$ cat config.mk
export PLATFORM = sky130hd
export DESIGN_NAME = seq_cmp_mul_flat
export DESIGN_NICKNAME = d
export VERILOG_FILES = /design/src/rtl/seq_cmp_mul_if.sv /design/src/rtl/seq_cmp_mul.sv /design/src/flat_wrapper.sv
export SDC_FILE = /design/constraint.sdc
export NUM_CORES = 1
export LEC_CHECK = 0
export CORE_MARGIN = 10
export CORE_UTILIZATION = 45
export CTS_CLUSTER_SIZE = 14
export DETAILED_ROUTE_END_ITERATION = 10
export PLACE_DENSITY = 0.67
export SYNTH_ARGS = -nofsm -noshare
export SYNTH_HDL_FRONTEND = slang
export SYNTH_SLANG_ARGS = --single-unit
export TNS_END_PERCENT = 20
$ cat constraint.sdc
create_clock -name clk -period 2.6 [get_ports clk]
set_input_delay 0.52 -clock clk [delete_from_list [all_inputs] [get_ports clk]]
set_output_delay 0.52 -clock clk [all_outputs]
set_load 0.005 [all_outputs]
$ cat src/rtl/seq_cmp_mul_if.sv
// rtl/seq_cmp_mul_if.sv - operand/handshake/result bundle for seq_cmp_mul
interface seq_cmp_mul_if #(
    parameter int W = 4
);
    logic [W-1:0]   a;
    logic [W-1:0]   b;
    logic           PB0;
    logic           start;
    logic           busy;
    logic           done;
    logic [2*W-1:0] out;

    modport master (
        output a, b, PB0, start,
        input  busy, done, out
    );

    modport slave (
        input  a, b, PB0, start,
        output busy, done, out
    );
endinterface

$ cat src/rtl/seq_cmp_mul.sv
// rtl/seq_cmp_mul.sv - W-bit magnitude compare / shift-add multiply, start/busy/done handshake
// Optional PB0 synchroniser + debounce enabled by defining CMP_MUL_DEBOUNCE_EN.
module seq_cmp_mul #(
    parameter int W          = 4,
    parameter int DEB_CYCLES = 16
) (
    input  logic         clk,
    input  logic         rst_n,
    seq_cmp_mul_if.slave bus
);
    localparam int CW = (W > 1) ? $clog2(W) : 1;

    if (W < 1 || W > 16 || DEB_CYCLES < 1) begin : g_param_check
        $error("seq_cmp_mul: illegal W or DEB_CYCLES");
    end

    typedef enum logic {
        S_IDLE,
        S_MUL
    } state_t;

    state_t         state_q;
    logic [W-1:0]   mcand_q;
    logic [W-1:0]   mplier_q;
    logic [2*W-1:0] acc_q;
    logic [2*W-1:0] out_q;
    logic [CW-1:0]  cnt_q;
    logic           busy_q;
    logic           done_q;

    logic           mode_d;
    logic [2*W-1:0] partial_d;
    logic [2*W-1:0] acc_d;
    logic [2*W+2:0] cmp_ext_d;
    logic [2*W-1:0] cmp_d;

`ifdef CMP_MUL_DEBOUNCE_EN
    localparam int DCW = $clog2(DEB_CYCLES + 1);

    logic [1:0]     sync_q;
    logic [DCW-1:0] deb_cnt_q;
    logic           mode_deb_q;

    // Mode flips only after the synchronised button disagrees for DEB_CYCLES clocks in a row.
    always_ff @(posedge clk or negedge rst_n) begin
        if (!rst_n) begin
            sync_q     <= 2'b00;
            deb_cnt_q  <= '0;
            mode_deb_q <= 1'b0;
        end else begin
            sync_q <= {sync_q[0], bus.PB0};
            if (sync_q[1] != mode_deb_q) begin
                if (deb_cnt_q == DCW'(DEB_CYCLES - 1)) begin
                    mode_deb_q <= sync_q[1];
                    deb_cnt_q  <= '0;
                end else begin
                    deb_cnt_q <= deb_cnt_q + DCW'(1);
                end
            end else begin
                deb_cnt_q <= '0;
            end
        end
    end

    assign mode_d = mode_deb_q;
`else
    assign mode_d = bus.PB0;
`endif

    // Compare result is built wider than out so the 3-bit code still elaborates for W=1.
    always_comb begin
        partial_d = {{W{1'b0}}, mplier_q} << cnt_q;
        acc_d     = acc_q + (mcand_q[cnt_q] ? partial_d : '0);
        cmp_ext_d = {{(2*W){1'b0}}, (bus.a > bus.b), (bus.a == bus.b), (bus.a < bus.b)};
        cmp_d     = cmp_ext_d[2*W-1:0];
    end

    always_ff @(posedge clk or negedge rst_n) begin
        if (!rst_n) begin
            state_q  <= S_IDLE;
            mcand_q  <= '0;
            mplier_q <= '0;
            acc_q    <= '0;
            out_q    <= '0;
            cnt_q    <= '0;
            busy_q   <= 1'b0;
            done_q   <= 1'b0;
        end else begin
            done_q <= 1'b0;
            case (state_q)
                S_IDLE: begin
                    if (bus.start) begin
                        mcand_q  <= bus.a;
                        mplier_q <= bus.b;
                        if (mode_d) begin
                            state_q <= S_MUL;
                            busy_q  <= 1'b1;
                            acc_q   <= '0;
                            cnt_q   <= '0;
                        end else begin
                            out_q  <= cmp_d;
                            done_q <= 1'b1;
                        end
                    end
                end
                S_MUL: begin
                    acc_q <= acc_d;
                    cnt_q <= cnt_q + CW'(1);
                    if (cnt_q == CW'(W - 1)) begin
                        out_q   <= acc_d;
                        done_q  <= 1'b1;
                        busy_q  <= 1'b0;
                        state_q <= S_IDLE;
                    end
                end
                default: state_q <= S_IDLE;
            endcase
        end
    end

    assign bus.busy = busy_q;
    assign bus.done = done_q;
    assign bus.out  = out_q;
endmodule

$ cat src/flat_wrapper.sv
// flat-port wrapper written by rule: the top's interface ports become plain ports
module seq_cmp_mul_flat 
#(
    parameter int W          = 4,
    parameter int DEB_CYCLES = 16
)
  (clk, rst_n, bus_a, bus_b, bus_PB0, bus_start, bus_busy, bus_done, bus_out);
  seq_cmp_mul_if #(.W(W)) bus_i ();
  input  logic clk;
  input  logic rst_n;
  input wire logic [$bits(bus_i.a)-1:0] bus_a;
  input wire logic [$bits(bus_i.b)-1:0] bus_b;
  input wire logic [$bits(bus_i.PB0)-1:0] bus_PB0;
  input wire logic [$bits(bus_i.start)-1:0] bus_start;
  output wire logic [$bits(bus_i.busy)-1:0] bus_busy;
  output wire logic [$bits(bus_i.done)-1:0] bus_done;
  output wire logic [$bits(bus_i.out)-1:0] bus_out;
  assign bus_i.a = bus_a;
  assign bus_i.b = bus_b;
  assign bus_i.PB0 = bus_PB0;
  assign bus_i.start = bus_start;
  assign bus_busy = bus_i.busy;
  assign bus_done = bus_i.done;
  assign bus_out = bus_i.out;
  seq_cmp_mul #(.W(W), .DEB_CYCLES(DEB_CYCLES)) u_core (.clk(clk), .rst_n(rst_n), .bus(bus_i));
endmodule
==> results.cfg <==
[timing]
fmax_mhz = 418
setup_violations = 0
rsz0062_at_grt = no
maxSlewHeadroom_pct = 59.1
slew_viol_final = 0
hold_viol = 0
layout_min_cycle_time_ns = 2.39
fin_tns_setup_ns = 0
worstMarginPinSlew_ns = 0.614
worst_clock_skew_ns = 0.00366
fin_ws_ns = 0.206
post-route-period-util_pct = 92.1

[die]
chipHeight_um = 80.9
die_area_sq_um = 6550
start_util_pct = 46.0
core_area_sq_um = 3630
ioPinCount = 22
die_w_um = 80.9
rows = 22

[logic_synthesis]
syn_inst = 150
ys_seq_elements = 29
yosysUniqueCellTypes = 36
synth_edf_count = 0
syn_area_sq_um = 1670
avgSynthCellArea_sq_um = 11.1
syn_nets = 175
ys.flop_type = dfrtp_1
yosysSeqAreaShare_pct = 43.4
yosys_warnings = 0
async_flop_share_pct = 100

[worst_setup_path]
startpoint = u_core.cnt_q[0]
cp.required_ns = 2.77
critical_path.cell_chain = mux4_2, and2_1, ha_1, a21oi_1, o21ai_0, a21oi_1, xnor2_1, a22o_1
crit_slowest_cell = mux4_2
cp_common_cell = a21oi_1
worstReg2RegStart = u_core.cnt_q[0]
crit_family = compound AO/OA/AOI/OAI gates
start_kind = flip-flop
end_kind = flip-flop
timing.critical_path.buf_inv = 0
arrival_ns = 2.56
critPathMaxStageDelay_ns = 0.54
worstSetupPathType = reg2reg
cp_max_fo = 8

[global_routing]
grt_overflow_total = 0
antenna_found_initial = 0
grt_first_pass_wirelength_mm = 5.66
gr-usage-all-layers_pct = 10.9
grt_max_degree = 30
grt_pass1_vias = 1273

[finish]
fin_nets = 199
layout-drive-gt1-share_pct = 16.0
synthToLayoutAreaGrowth_pct = 19.3
antennaDiodeCount = 0

[power]
p_leak_nw = 0.912
peakVddDrop_uv = 546
p_per_area_nw_per_um2 = 1270

[drt]
wl_per_cell_um = 14.8
drt_iter0_drc = 60
finalWirelength_mm = 3.30
route.vias.total = 1201
antenna_left = 0
dr.pass1.iters = 4
via_per_inst = 5.39
drc = 0

[min_path]
hp-class = reg2reg
hold_start = u_core.bus.out[1]

[clock_network]
cts_hold_buf = 0
root_buffer = clkbuf_8
worst_skew_pair.late_latency_ns = 0.28
clock-sinks = 29
clock_path_buffers = 2
cts_buffers = 5
cts_tree = built
path_clk_slew_ns = 0.06
cts-htree-levels = 2

[run_status]
outcome = finished, final reports clean

[job]
max-cap-violations = 0

[placement]
dp_hpwl_mm = 2.58
place_ws_ns = 0.156
place_congestion = 0.907
port_buffers = 21
==> what timing repair did <==
action | in CTS | in global routing
buffers inserted | 0 | 0
endpoints found under the setup margin | 0 | 3
endpoints found under the hold margin | 0 | 0
gates resized for setup | 0 | 1
==> stage by stage <==
step	util [%]	hold slack [ns]	cells	power, W	cell area [sq um]
finish	54.8	0.478	223	0.00254	1990
global route	54.8	0.503	223	0.00277	1990
CTS	54.8	0.483	223	0.00255	1990
detailed placement	52.5	0.470	215	0.00220	1910
global placement	52.5	0.464	215	0.00214	1910
floorplan	-	0.224	150	0.00186	1670
==> worst register-to-register path: stages (launching register included) <==
cell and delay [ns]:
dfrtp_2 0.45, mux4_2 0.54, and2_1 0.16, ha_1 0.33, a21oi_1 0.22, o21ai_0 0.13
a21oi_1 0.17, xnor2_1 0.11, a22o_1 0.19
==> cell type report <==
type | instances | area (sq um)
fill | 337 | 1640
clock buffer | 6 | 72.6
sequential | 29 | 727
timing repair buffer | 25 | 240
inverter | 8 | 30.0
multi-input combinational | 105 | 852
clock inverter | 2 | 10.0
tap | 48 | 60.1
==> final timing paths <==
kind                                      to  slack, ns  depth (start not counted)
max                          u_core.acc_q[6]       0.21                          8
min                        u_core.bus.out[1]       0.48                          2
max reg2reg                  u_core.acc_q[6]       0.21                          8
min reg2reg                u_core.bus.out[1]       0.48                          2
max in group asynchronous    u_core.cnt_q[0]       1.68                          2
min in group asynchronous  u_core.bus.out[3]       0.63                          2
==> cells by family after synthesis <==
kind of cell / synth area share [%]
compound gates: 17.8
buf+inv: 5.54
fa+ha+maj: 10.2
xor+xnor: 3.15
simple gates: 10.6
flops: 43.4
mux: 9.36
==> registers in the layout (all words and copies together) (netlist names) <==
register	count
u_core.acc_q	8
u_core.bus.busy	1
u_core.bus.done	1
u_core.bus.out	8
u_core.cnt_q	2
u_core.mcand_q	4
u_core.mplier_q	4
u_core.state_q	1
==> layer usage <==
layer	global-route usage, %	share of wire [%]	up-vias	routed length, um
met5	0	0	-	0
met2	17.8	48	24	1580
li1	-	-	586	-
met4	5.02	2.2	0	72
met1	12.4	44	581	1450
met3	4.19	6.0	10	197
==> synth_stat cells, types with 2 or more instances <==
cell type / count / share of area [%]
o21ai_0: 6 / 1.8
nand3b_1: 3 / 1.3
nor2b_1: 2 / 0.75
mux4_2: 2 / 2.7
xor2_1: 2 / 1.0
o21bai_1: 2 / 0.90
nand2_1: 9 / 2.0
a21oi_1: 12 / 3.6
a22o_1: 13 / 6.8
dfrtp_1: 29 / 43
clkbuf_1: 2 / 0.45
nor2_1: 5 / 1.1
buf_2: 2 / 0.60
and2_1: 4 / 1.5
o21ai_1: 2 / 0.60
xnor2_1: 4 / 2.1
inv_1: 8 / 1.8
nand3_1: 3 / 0.90
mux2_2: 9 / 6.1
buf_6: 4 / 2.7
ha_1: 12 / 9.0
==> report_power, final <==
| group | total [W] | internal (W) | leakage [nW] | switching, W |
|---|---|---|---|---|
| registers | 0.000888 | 0.000665 | 0.359 | 0.000224 |
| clock network | 0.000348 | 0.000185 | 0.0450 | 0.000163 |
| logic | 0.00130 | 0.000717 | 0.508 | 0.000585 |
| total | 0.00254 | 0.00157 | 0.912 | 0.000971 |
==> cell usage in the layout (no fill, tap or decap), types with 3 or more instances in the layout <==
master / netlist / final
ha_1: 12 / 12
nand2_1: 9 / 9
nand3b_1: 3 / 3
mux2_2: 9 / 9
nand3_1: 3 / 3
a22o_1: 13 / 13
xnor2_1: 4 / 4
dfrtp_1: 29 / 28
a21oi_1: 12 / 12
inv_1: 8 / 8
clkdlybuf4s50_1: 0 / 21
nor2_1: 5 / 5
buf_4: 0 / 4
clkbuf_8: 0 / 5
o21ai_0: 6 / 6
and2_1: 4 / 4
No activity file was read; power rests on OpenSTA's default activity.
==> variant, RTL diff (config.mk and constraints unchanged) <==
`W` is set to 4 in 3 places; all go to 8.
--- a/src/rtl/seq_cmp_mul_if.sv
+++ b/src/rtl/seq_cmp_mul_if.sv
@@ -1,5 +1,5 @@
 // rtl/seq_cmp_mul_if.sv - operand/handshake/result bundle for seq_cmp_mul
 interface seq_cmp_mul_if #(
-    parameter int W = 4
+    parameter int W = 8
 );
     logic [W-1:0]   a;
--- a/src/rtl/seq_cmp_mul.sv
+++ b/src/rtl/seq_cmp_mul.sv
@@ -2,5 +2,5 @@
 // Optional PB0 synchroniser + debounce enabled by defining CMP_MUL_DEBOUNCE_EN.
 module seq_cmp_mul #(
-    parameter int W          = 4,
+    parameter int W          = 8,
     parameter int DEB_CYCLES = 16
 ) (
--- a/src/flat_wrapper.sv
+++ b/src/flat_wrapper.sv
@@ -2,5 +2,5 @@
 module seq_cmp_mul_flat 
 #(
-    parameter int W          = 4,
+    parameter int W          = 8,
     parameter int DEB_CYCLES = 16
 )
Ports: changed (resized bus_a, bus_b and bus_out); port bits go from 22 to 38. The function was not compared with the original's and may differ.
==> variant against the original RTL <==
Worst setup slack got worse by 490 ps; critical path depth is 4 higher; the run now ends with negative setup slack left; design area increased by 140%; critical path type unchanged; count of clock-buffer cells in the layout down 1; synthesized cell count increased to 2.7 times the old value; total power rose to 2.6 times the old value; area after synthesis rose by 110%; wire length rose to 3.0 times the old value; sequential cell count grew 25; utilization is 7.5 points higher.
==> variant: results (changes against the original RTL) <==
metric	value	unit	change
outcome	finished, violations left		was finished, final reports clean
violations	negative setup slack		
hold_class	in2async		was reg2reg
place_congestion	0.902		was 0.907
gr-usage-all-layers	16.4	%	was 10.9%
synth_xor_area_share	1.96	%	was 3.15%
syn_to_final_growth	34.8	%	was 19.3%
drive_gt1_share	27.6	%	was 16.0%
r2r_start	u_core.cnt_q[1]		was u_core.cnt_q[0]
synth_compound_area_share	19.5	%	was 17.8%
drt_iter0_drc	263		was 60
cp_slowest_cell	dfrtp_2		was mux4_2
crit_fanout	6		was 8
synth_fa_ha_area_share	9.32	%	was 10.2%
synth_common_cells	79 x nand2_1, 54 x dfrtp_1, 29 x a21oi_1, 29 x nor2_1, 25 x ha_1		was 29 x dfrtp_1, 13 x a22o_1, 12 x a21oi_1, 12 x ha_1
wl_per_cell	16.5	um	was 14.8 um
n_fill_cell	628		was 337
grt_pass1_vias	3219		was 1273
multi_input_area_share	47.8	%	was 42.8%
cts.reportedPaths.clkPinSlew	100	ps	was 60 ps
finalNetCount	536		was 199
drtPass1Iterations	7		was 4
tns	-3710	ps	was 0 ps
critPathCapture	u_core.bus.out[11]		was u_core.acc_q[6]
clk_share	1.64	%	was 4.15%
finClkSkew	12.7	ps	was 3.66 ps
setup_viol	22		was 0
vias_per_cell	5.61		was 5.39
place_area	4380	um^2	was 1910 um^2
synth_cell_types	54		was 36
dp.cells	574		was 215
pre_cts_ws	-346	ps	was 156 ps
inverters	15		was 8
wl	9.75	mm	was 3.30 mm
grt_max_degree	34		was 30
num_rows	32		was 22
max_slew_margin	50.8	%	was 59.1%
synthesis.nets	448		was 175
ys_top_cells_by_area	dfrtp_1 38%, ha_1 8.8%, nand2_1 8.3%		was dfrtp_1 43%, ha_1 9.0%, a22o_1 6.8%
cpPeakStageDelay	460	ps	was 540 ps
worstRegToRegCells	12		was 8
insertion_delay	310	ps	was 280 ps
arrival	3100	ps	was 2560 ps
multi_input_gates	310		was 105
ys_ff_latch	54		was 29
holdWs	268	ps	was 478 ps
fin_ws	-289	ps	was 206 ps
vdd_drop_max	0.670	mV	was 0.546 mV
grt_pass1_wl	15.8	mm	was 5.66 mm
avgSynthCellArea	8.89	um^2	was 11.1 um^2
n_all_buffers	104		was 25
power.leakage	2.29	nW	was 0.912 nW
==> variant: cell types whose count changed in the layout (fill, tap and decap cells not counted), moves of 7 or more <==
| cell | change |
|---|---|
| o21ai_0 | +11 |
| nor2_1 | +20 |
| buf_6 | +8 |
| mux2i_1 | +9 |
| a21oi_1 | +10 |
| inv_1 | +7 |
| clkdlybuf4s50_1 | +15 |
| buf_4 | +55 |
| nand2_1 | +67 |
| dfrtp_1 | +24 |
==> variant: what timing repair did <==
item / CTS / global route
resized for setup: 39 / 22
hold buffers: 0 / 0
pin swaps: 22 / 31
setup buffers: 6 / 8
setup endpoints to repair: 25 / 25
cloned: 0 / 0
==> variant: power breakdown <==
part / internal [mW] / total, mW / switching [mW]
Sequential: 1.23 / 1.55 / 0.313
Combinational: 2.38 / 4.70 / 2.32
Clock: 0.182 / 0.454 / 0.272
==> variant: per-layer routing <==
layer  GRT usage (%)  wire [um]  vias up
met3            3.19        661       18
met1            22.3       4420     1580
met5               0          0        -
li1                -          -     1601
met2            25.8       4490      121
met4            5.08        178        0
